**src/rtl/leb128_pkg.sv**
```systemverilog
// leb128_pkg
// Shared definitions for the unsigned-LEB128 packer and unpacker.
//   LEB_CONT_BIT    bit position of the continuation flag in each byte
//   LEB_PAYLOAD_W   payload bits carried per byte
//   leb_max_bytes() bytes needed to carry a value of the given width
//   leb_dec_state_t decoder states (accumulate / resync-skip)
package leb128_pkg;

  localparam int LEB_CONT_BIT  = 7;
  localparam int LEB_PAYLOAD_W = 7;

  typedef enum logic {
    LEB_ACC  = 1'b0,
    LEB_SKIP = 1'b1
  } leb_dec_state_t;

  function automatic int leb_max_bytes(input int width);
    return (width + LEB_PAYLOAD_W - 1) / LEB_PAYLOAD_W;
  endfunction

endpackage

```
**src/rtl/leb128_unpack_u32_if.sv**
```systemverilog
// leb128_unpack_u32_if
// Byte-in / word-out stream bundle for the LEB128 unpacker.
//   in_byte/in_valid/in_ready        byte stream toward the decoder
//   out_value/out_len/out_err/
//   out_valid/out_ready              decoded result stream from the decoder
// Modports: master = stream source/sink side, slave = decoder side.
interface leb128_unpack_u32_if #(
  parameter int DATA_W = 32
);

  logic [7:0]        in_byte;
  logic              in_valid;
  logic              in_ready;
  logic [DATA_W-1:0] out_value;
  logic [2:0]        out_len;
  logic              out_err;
  logic              out_valid;
  logic              out_ready;

  modport master (
    output in_byte, in_valid, out_ready,
    input  in_ready, out_value, out_len, out_err, out_valid
  );

  modport slave (
    input  in_byte, in_valid, out_ready,
    output in_ready, out_value, out_len, out_err, out_valid
  );

endinterface

```
**src/rtl/leb128_unpack_u32.sv**
```systemverilog
// leb128_unpack_u32
// Streaming unsigned-LEB128 decoder: one byte per cycle in, one decoded word
// (value, byte count, error flag) out, 1 cycle after the terminal byte.
//   clk  rising-edge clock
//   rst  synchronous active-high reset
//   bus  leb128_unpack_u32_if.slave (byte stream in, result stream out)
//
// state    | meaning
// ---------+-----------------------------------------------------------
// LEB_ACC  | accumulating payload groups, cnt = index of next byte 0..4
// LEB_SKIP | discarding the tail of an over-length encoding until bit7=0
module leb128_unpack_u32
  import leb128_pkg::*;
#(
  parameter int DATA_W = 32
) (
  input  logic               clk,
  input  logic               rst,
  leb128_unpack_u32_if.slave bus
);

  localparam int         MAX_BYTES = leb_max_bytes(DATA_W);
  localparam int         WIDE_W    = DATA_W + LEB_PAYLOAD_W;
  localparam logic [2:0] LAST_IDX  = 3'(MAX_BYTES - 1);

  leb_dec_state_t    state_q, state_d;
  logic [DATA_W-1:0] acc_q, acc_d;
  logic [2:0]        cnt_q, cnt_d;
  logic [DATA_W-1:0] out_value_q, out_value_d;
  logic [2:0]        out_len_q, out_len_d;
  logic              out_err_q, out_err_d;
  logic              out_valid_q, out_valid_d;

  logic [LEB_PAYLOAD_W-1:0] payload;
  logic                     cont;
  logic                     in_ready;
  logic                     accept;
  logic                     last;
  logic                     ovf;
  logic [5:0]               shamt;
  logic [WIDE_W-1:0]        wide;
  logic [DATA_W-1:0]        acc_sum;

  // SKIP always drains; otherwise a byte may only enter if the result slot
  // is free now or frees this cycle (combinational from out_ready).
  assign in_ready = (state_q == LEB_SKIP) | ~out_valid_q | bus.out_ready;

  always_comb begin
    payload = bus.in_byte[LEB_PAYLOAD_W-1:0];
    cont    = bus.in_byte[LEB_CONT_BIT];
    accept  = bus.in_valid & in_ready;
    shamt   = 6'(cnt_q) * 6'd7;
    // Shift into a widened vector so bits pushed past DATA_W stay visible
    // for the overflow test on the last group.
    wide    = WIDE_W'(payload) << shamt;
    acc_sum = acc_q | wide[DATA_W-1:0];
    last    = (cnt_q == LAST_IDX);
    ovf     = last & (|wide[WIDE_W-1:DATA_W]);

    state_d     = state_q;
    acc_d       = acc_q;
    cnt_d       = cnt_q;
    out_value_d = out_value_q;
    out_len_d   = out_len_q;
    out_err_d   = out_err_q;
    out_valid_d = out_valid_q & ~bus.out_ready;

    if (accept) begin
      case (state_q)
        LEB_ACC: begin
          if (!cont || last) begin
            out_valid_d = 1'b1;
            out_value_d = acc_sum;
            out_len_d   = cnt_q + 3'd1;
            out_err_d   = ovf | cont;
            acc_d       = '0;
            cnt_d       = '0;
            if (cont) state_d = LEB_SKIP;
          end else begin
            acc_d = acc_sum;
            cnt_d = cnt_q + 3'd1;
          end
        end
        LEB_SKIP: begin
          if (!cont) state_d = LEB_ACC;
        end
        default: state_d = LEB_ACC;
      endcase
    end
  end

  always_ff @(posedge clk) begin
    if (rst) begin
      state_q     <= LEB_ACC;
      acc_q       <= '0;
      cnt_q       <= '0;
      out_value_q <= '0;
      out_len_q   <= '0;
      out_err_q   <= 1'b0;
      out_valid_q <= 1'b0;
    end else begin
      state_q     <= state_d;
      acc_q       <= acc_d;
      cnt_q       <= cnt_d;
      out_value_q <= out_value_d;
      out_len_q   <= out_len_d;
      out_err_q   <= out_err_d;
      out_valid_q <= out_valid_d;
    end
  end

  assign bus.in_ready  = in_ready;
  assign bus.out_value = out_value_q;
  assign bus.out_len   = out_len_q;
  assign bus.out_err   = out_err_q;
  assign bus.out_valid = out_valid_q;

endmodule

```
**src/flat_wrapper.sv**
```systemverilog
// flat-port wrapper written by rule: the top's interface ports become plain ports
module leb128_unpack_u32_flat import leb128_pkg::*;
#(
  parameter int DATA_W = 32
)
  (clk, rst, bus_in_byte, bus_in_valid, bus_out_ready, bus_in_ready, bus_out_value, bus_out_len, bus_out_err, bus_out_valid);
  leb128_unpack_u32_if #(.DATA_W(DATA_W)) bus_i ();
  input  logic clk;
  input  logic rst;
  input wire logic [$bits(bus_i.in_byte)-1:0] bus_in_byte;
  input wire logic [$bits(bus_i.in_valid)-1:0] bus_in_valid;
  input wire logic [$bits(bus_i.out_ready)-1:0] bus_out_ready;
  output wire logic [$bits(bus_i.in_ready)-1:0] bus_in_ready;
  output wire logic [$bits(bus_i.out_value)-1:0] bus_out_value;
  output wire logic [$bits(bus_i.out_len)-1:0] bus_out_len;
  output wire logic [$bits(bus_i.out_err)-1:0] bus_out_err;
  output wire logic [$bits(bus_i.out_valid)-1:0] bus_out_valid;
  assign bus_i.in_byte = bus_in_byte;
  assign bus_i.in_valid = bus_in_valid;
  assign bus_i.out_ready = bus_out_ready;
  assign bus_in_ready = bus_i.in_ready;
  assign bus_out_value = bus_i.out_value;
  assign bus_out_len = bus_i.out_len;
  assign bus_out_err = bus_i.out_err;
  assign bus_out_valid = bus_i.out_valid;
  leb128_unpack_u32 #(.DATA_W(DATA_W)) u_core (.clk(clk), .rst(rst), .bus(bus_i));
endmodule
```
**config.mk**
```make
export PLATFORM = sky130hd
export DESIGN_NAME = leb128_unpack_u32_flat
export DESIGN_NICKNAME = d
export VERILOG_FILES = /design/src/rtl/leb128_pkg.sv /design/src/rtl/leb128_unpack_u32_if.sv /design/src/rtl/leb128_unpack_u32.sv /design/src/flat_wrapper.sv
export SDC_FILE = /design/constraint.sdc
export NUM_CORES = 1
export LEC_CHECK = 0
export ABC_CLOCK_PERIOD_IN_PS = 2000
export CORE_UTILIZATION = 40
export CTS_CLUSTER_SIZE = 25
export DETAILED_ROUTE_END_ITERATION = 7
export PLACE_DENSITY = 0.75
export REMOVE_ABC_BUFFERS = 1
export SKIP_CTS_REPAIR_TIMING = 1
export SYNTH_ARGS = -nofsm -noshare
export SYNTH_HDL_FRONTEND = slang
export SYNTH_SLANG_ARGS = --single-unit
export TNS_END_PERCENT = 100
```
**constraint.sdc**
```tcl
create_clock -name clk -period 2 [get_ports clk]
set_input_delay 0.3 -clock clk [delete_from_list [all_inputs] [get_ports clk]]
set_output_delay 0.3 -clock clk [all_outputs]
set_load 0.01 [all_outputs]
```
After elaboration in Yosys (flattened, before gate mapping)

Cells that the tools add are included.

Bits in read-only memories: 0
Bits in registers: 73
Output and inout bits: 38
Bits of input ports: 12
Bits in latches: 0
Word-level logic and storage cells: 34
Bits in writable memories: 0
Memories kept: 0

Mux-type cells: 8
Reductions and logical operators: 5
$add $sub $neg: 1
Shift-type cells: 1
Equality and inequality tests: 1
Bitwise gates (word level): 10
Divide/modulo/power cells: 0
Order comparisons: 0
$mul: 1

Operator list:

| cell                  | count |
|---|---|
| $shl A7 B6 Y39        | 1 |
| $mux W32              | 1 |
| $or A32 B32 Y32       | 1 |
| $reduce_or A7 Y1      | 1 |
| $mul A3 B3 Y6 const B | 1 |
| $mux W1               | 5 |
| $add A3 B1 Y3 const B | 1 |
| $and A1 B1 Y1         | 3 |
| $eq A3 B3 Y1 const B  | 1 |
| $mux W3               | 1 |
| $not A1 Y1            | 3 |
| $or A1 B1 Y1          | 3 |
| $reduce_and A3 Y1     | 1 |
| $pmux W1 S2           | 1 |
| $reduce_and A2 Y1     | 1 |
| $logic_not A1 Y1      | 1 |
| $logic_or A1 B1 Y1    | 1 |

Depth between registers and ports, before layout

Depth after elaboration: 5
Mapped depth: 9

Least setup slack after synthesis

No wires, ideal clock.

Path type: register -> register
From: register u_core.cnt_q[0]
To: register u_core.out_len_q[0] (netlist: u_core.bus.out_len[0])
Arrival time: 1.871 ns
Required time: 1.864 ns
Cell stages (with the launch flop): 10
Path slack: -0.007 ns
Path through: dfxtp_1 -> clkbuf_1 -> clkbuf_1 -> inv_1 -> ha_1 -> a21bo_1 -> buf_4 -> buf_6 -> a31oi_1 -> a211oi_1

Cells in the longest elaborated chain, start to end: 3

Ends and longest elaborated chain:

| what                               | line                     | source |
|---|---|---|
| from (decl)                        | leb128_unpack_u32.sv:28  | `logic [2:0] cnt_q, cnt_d;` |
| from (signal assigned)             | leb128_unpack_u32.sv:104 | `cnt_q <= cnt_d;` |
| $eq A3 B3 Y1                       | leb128_unpack_u32.sv:57  | `last = (cnt_q == LAST_IDX);` |
| $logic_or A1 B1 Y1                 | leb128_unpack_u32.sv:71  | `if (!cont \|\| last) begin` |
| $reduce_and A3 Y1 (no source line) | n/a                      |  |
| to (signal assigned)               | leb128_unpack_u32.sv:106 | `out_len_q <= out_len_d;` |
| to (decl)                          | leb128_unpack_u32.sv:30  | `logic [2:0] out_len_q, out_len_d;` |

Parallel ways exist; a longest one is shown, timed or not.
A chain may end at the register's enable or synchronous reset.

Worst setup path in the final report

From: register u_core.cnt_q[1]
To: register u_core.out_value_q[4] (netlist: u_core.bus.out_value[4])

Cells in the longest elaborated chain, start to end: 3

Ends and longest elaborated chain:

| what                                                 | line                                             | source |
|---|---|---|
| $mul A3 B3 Y6 or $eq A3 B3 Y1 (tied branches)        | leb128_unpack_u32.sv:52, leb128_unpack_u32.sv:57 |  |
| $shl A7 B6 Y39 or $logic_or A1 B1 Y1 (tied branches) | leb128_unpack_u32.sv:55, leb128_unpack_u32.sv:71 |  |
| $or A32 B32 Y32 or $reduce_and A3 Y1 (tied branches) | n/a                                              |  |
| to (signal assigned)                                 | leb128_unpack_u32.sv:105                         | `out_value_q <= out_value_d;` |
| to (decl)                                            | leb128_unpack_u32.sv:29                          | `logic [DATA_W-1:0] out_value_q, out_value_d;` |

Parallel ways exist; a longest one is shown, timed or not.

==> run summary <==
hold wc startpoint -> u_core.acc_q[9]$_SDFFE_PP0P_
DRT Pass-1 Iters -> 4
Worst Max-Slew Pin Slew -> 0.7216 ns
worst hold path type -> flop to flop
Slew headroom -> 51.68%
Final Hold Vio Count -> 0
clk slew on worst S/H paths -> 0.07 ns
Worst EP arrival -> 2.09 ns
critical path type -> flop to flop
post-synthesis sequential area ratio -> 45.43%
final setup violation count -> 0
io pins -> 50
reg2reg end -> u_core.bus.out_value[4]$_SDFFE_PP0P_
# clock sinks -> 73
# rows -> 32
Yosys top cell by area -> dfxtp_1
Leak -> 1.369 nW
post-placement cell count -> 473
Die Y -> 91.68 um
top cells by area, synth -> dfxtp_1 45%, a31oi_1 8.8%, a41oi_1 8.7%
worst-path fanout max -> 16
RR Startpoint -> u_core.cnt_q[1]$_SDFFE_PP0P_
routed wire length -> 8270 um
WHS Endpoint -> u_core.acc_q[9]$_SDFFE_PP0P_
Avg WL per Cell -> 16.95 um
Sequential cell area -> 0.001461 mm2
Final #Nets -> 396
max-slew violation count -> 0
multi-input logic area -> 0.001518 mm2
Post-Syn Area -> 0.003217 mm2
Yosys reg bits -> 73
Worst R2R Path Depth -> 6
Gate Count Post-Synth -> 344
startpoint types -> flop
initial antenna violation count -> 0
Area Growth Syn to Fin -> 25.79%
core area -> 0.007767 mm2
Power Total -> 0.003419 W
post-synth top area share -> 45.43%
first-pass GRT wire length -> 13,740 um
Worst EP required -> 2.25 ns
RSZ-0062 raised after global routing -> false
WHS Path Cells -> 2
setup slack, reg-to-reg -> 0.16 ns
clock skew -> 0.01155 ns
Die W -> 91.68 um
gr ovfl total -> 0
Via Count -> 2,926
Peak Freq -> 0.5421 GHz
share of layout cells above drive strength 1 -> 11.40%
DP HPWL -> 5325 um
final cell count without fillers -> 488
gr usage total -> 20.68%
largest net degree at the start of global routing -> 70
H-tree levels -> 3
Root Buffer -> clkbuf_8
max-cap viol count -> 0
peak supply drop -> 0.0003510 V
# fillers -> 732
port bufs -> 49
DRC viols -> 0
Avg Cell Area, Syn -> 9.351 um2
fin crit period -> 1.845 ns
Synth cell types -> 35
Synth Warn # -> 0
vias in the first global route -> 2,794
GPL Wtd Cong -> 0.8172
drt initial violations -> 241
pwr dens -> 845.0 mW/mm2
CP endpoint kind -> flop
number of vias per cell -> 5.996
Antenna Nets Post-Route -> 0
Die ar. -> 0.008404 mm2
clk buf depth -> 2
CTS tree -> done
Inserted Clock Buffers -> 9
crit share post-route -> 92.23%
initial core utilization -> 41.41%
ant diodes -> 0
Worst-Skew Late Latency -> 0.35 ns
outcome -> complete, no violations
==> how the worst max path moves through the flow <==
stage                            startpoint                              endpoint  slack, ns  depth (start not counted)
2_1_floorplan   u_core.state_q$_SDFFE_PP0P_    u_core.bus.out_len[0]$_SDFFE_PP0P_      -1.11                          3
3_3_place_gp   u_core.cnt_q[1]$_SDFFE_PP0P_         u_core.acc_q[19]$_SDFFE_PP0P_       0.14                          3
3_5_place_dp   u_core.cnt_q[1]$_SDFFE_PP0P_         u_core.acc_q[18]$_SDFFE_PP0P_       0.05                          3
4_1_cts        u_core.cnt_q[1]$_SDFFE_PP0P_         u_core.acc_q[18]$_SDFFE_PP0P_       0.06                          3
5_1_grt        u_core.cnt_q[1]$_SDFFE_PP0P_  u_core.bus.out_value[4]$_SDFFE_PP0P_       0.02                          6
6_report       u_core.cnt_q[1]$_SDFFE_PP0P_  u_core.bus.out_value[4]$_SDFFE_PP0P_       0.16                          6
==> cell type report <==
| type | instances | area share [%] |
|---|---|---|
| clock buffers | 10 | 3.401 |
| multi-input cells | 226 | 37.51 |
| repair buffers | 68 | 16.88 |
| well taps | 102 | 3.154 |
| flip-flops and latches | 73 | 36.12 |
| inverters | 4 | 0.3711 |
| clock inverters | 5 | 2.566 |
==> cell usage after synthesis (all sizes together) <==
| master | count |
|---|---|
| inv | 4 |
| nor2b | 12 |
| ha | 2 |
| xnor2 | 1 |
| nand2b | 3 |
| nor4 | 2 |
| a21oi | 25 |
| a21bo | 1 |
| and2b | 8 |
| a211oi | 34 |
| buf | 24 |
| nand4 | 3 |
| dfxtp | 73 |
| o21ai | 2 |
| nand2 | 2 |
| nor3 | 2 |
| a21boi | 1 |
| o31ai | 3 |
| nor2 | 34 |
| o221a | 2 |
| clkbuf | 17 |
| nor3b | 1 |
| a31oi | 45 |
| and2 | 7 |
| or3 | 1 |
| a2111oi | 1 |
| o21a | 1 |
| a41oi | 32 |
| or4 | 1 |
==> flip-flops by register name, summed over array words and instances, names as in the netlist <==
name	cells
u_core.bus.out_valid	1
u_core.bus.out_len	3
u_core.bus.out_err	1
u_core.acc_q	32
u_core.cnt_q	3
u_core.bus.out_value	32
u_core.state_q	1
==> per-stage QoR <==
| stage | setup WS (ns) | hold slack [ns] | setup TNS [ns] | cell area [um2] | utilization, % |
|---|---|---|---|---|---|
| after global routing | 0.01911 | 0.4988 | 0 | 4046 | 52.09 |
| after global placement | 0.1397 | 0.4523 | 0 | 3802 | 48.95 |
| after CTS | 0.05625 | 0.4791 | 0 | 4044 | 52.06 |
| final | 0.1554 | 0.4739 | 0 | 4046 | 52.09 |
| after detailed placement | 0.04814 | 0.4610 | 0 | 3802 | 48.95 |
| after floorplan | -1.106 | 0.3691 | -74.44 | 2982 | - |
==> metal layers <==
metal | track usage [%] | vias to the layer above | part of all wire, %
li1 | - | 1404 | -
met1 | 27.25 | 1390 | 45
met2 | 31.70 | 110 | 46
met3 | 3.897 | 22 | 6.6
met4 | 11.77 | 0 | 2.5
met5 | 0 | - | 0
==> cell families after synthesis <==
logic type,Yosys count,synth area share (%)
AO/OA/AOI/OAI,147,33.02
XOR/XNOR,1,0.2723
flip-flops,73,45.43
AND/OR/NAND/NOR,76,12.72
adder cells (fa/ha/maj),2,0.7778
buffers and inverters,45,7.779
==> layout by cell type, fill, tap and decap left out, drive strengths merged <==
master	synthesis	layout
a2111oi	1	1
a211oi	34	34
a21bo	1	1
a21boi	1	1
a21oi	25	25
a31oi	45	45
a41oi	32	32
and2	7	7
and2b	8	8
buf	24	19
bufinv	0	3
clkbuf	17	10
clkdlybuf4s50	0	49
clkinv	0	2
dfxtp	73	73
ha	2	2
inv	4	4
nand2	2	2
nand2b	3	3
nand4	3	3
nor2	34	34
nor2b	12	12
nor3	2	2
nor3b	1	1
nor4	2	2
o21a	1	1
o21ai	2	2
o221a	2	2
o31ai	3	3
or3	1	1
or4	1	1
xnor2	1	1
==> critical path, cell delays in order (launching register included) <==
cell and delay (ns):
dfxtp_1 0.54, inv_1 0.09, ha_1 0.26, a21boi_4 0.30, nor3_4 0.07, buf_4 0.21, a211oi_1 0.26
==> power by group <==
group          leakage, nW  switching (W)  internal, W
clock network        0.122       0.000546     0.000856
logic                0.652       0.000248     0.000219
registers            0.595      0.0000355      0.00151
total                 1.37       0.000829      0.00259
Power figures use the tool's default switching activity.
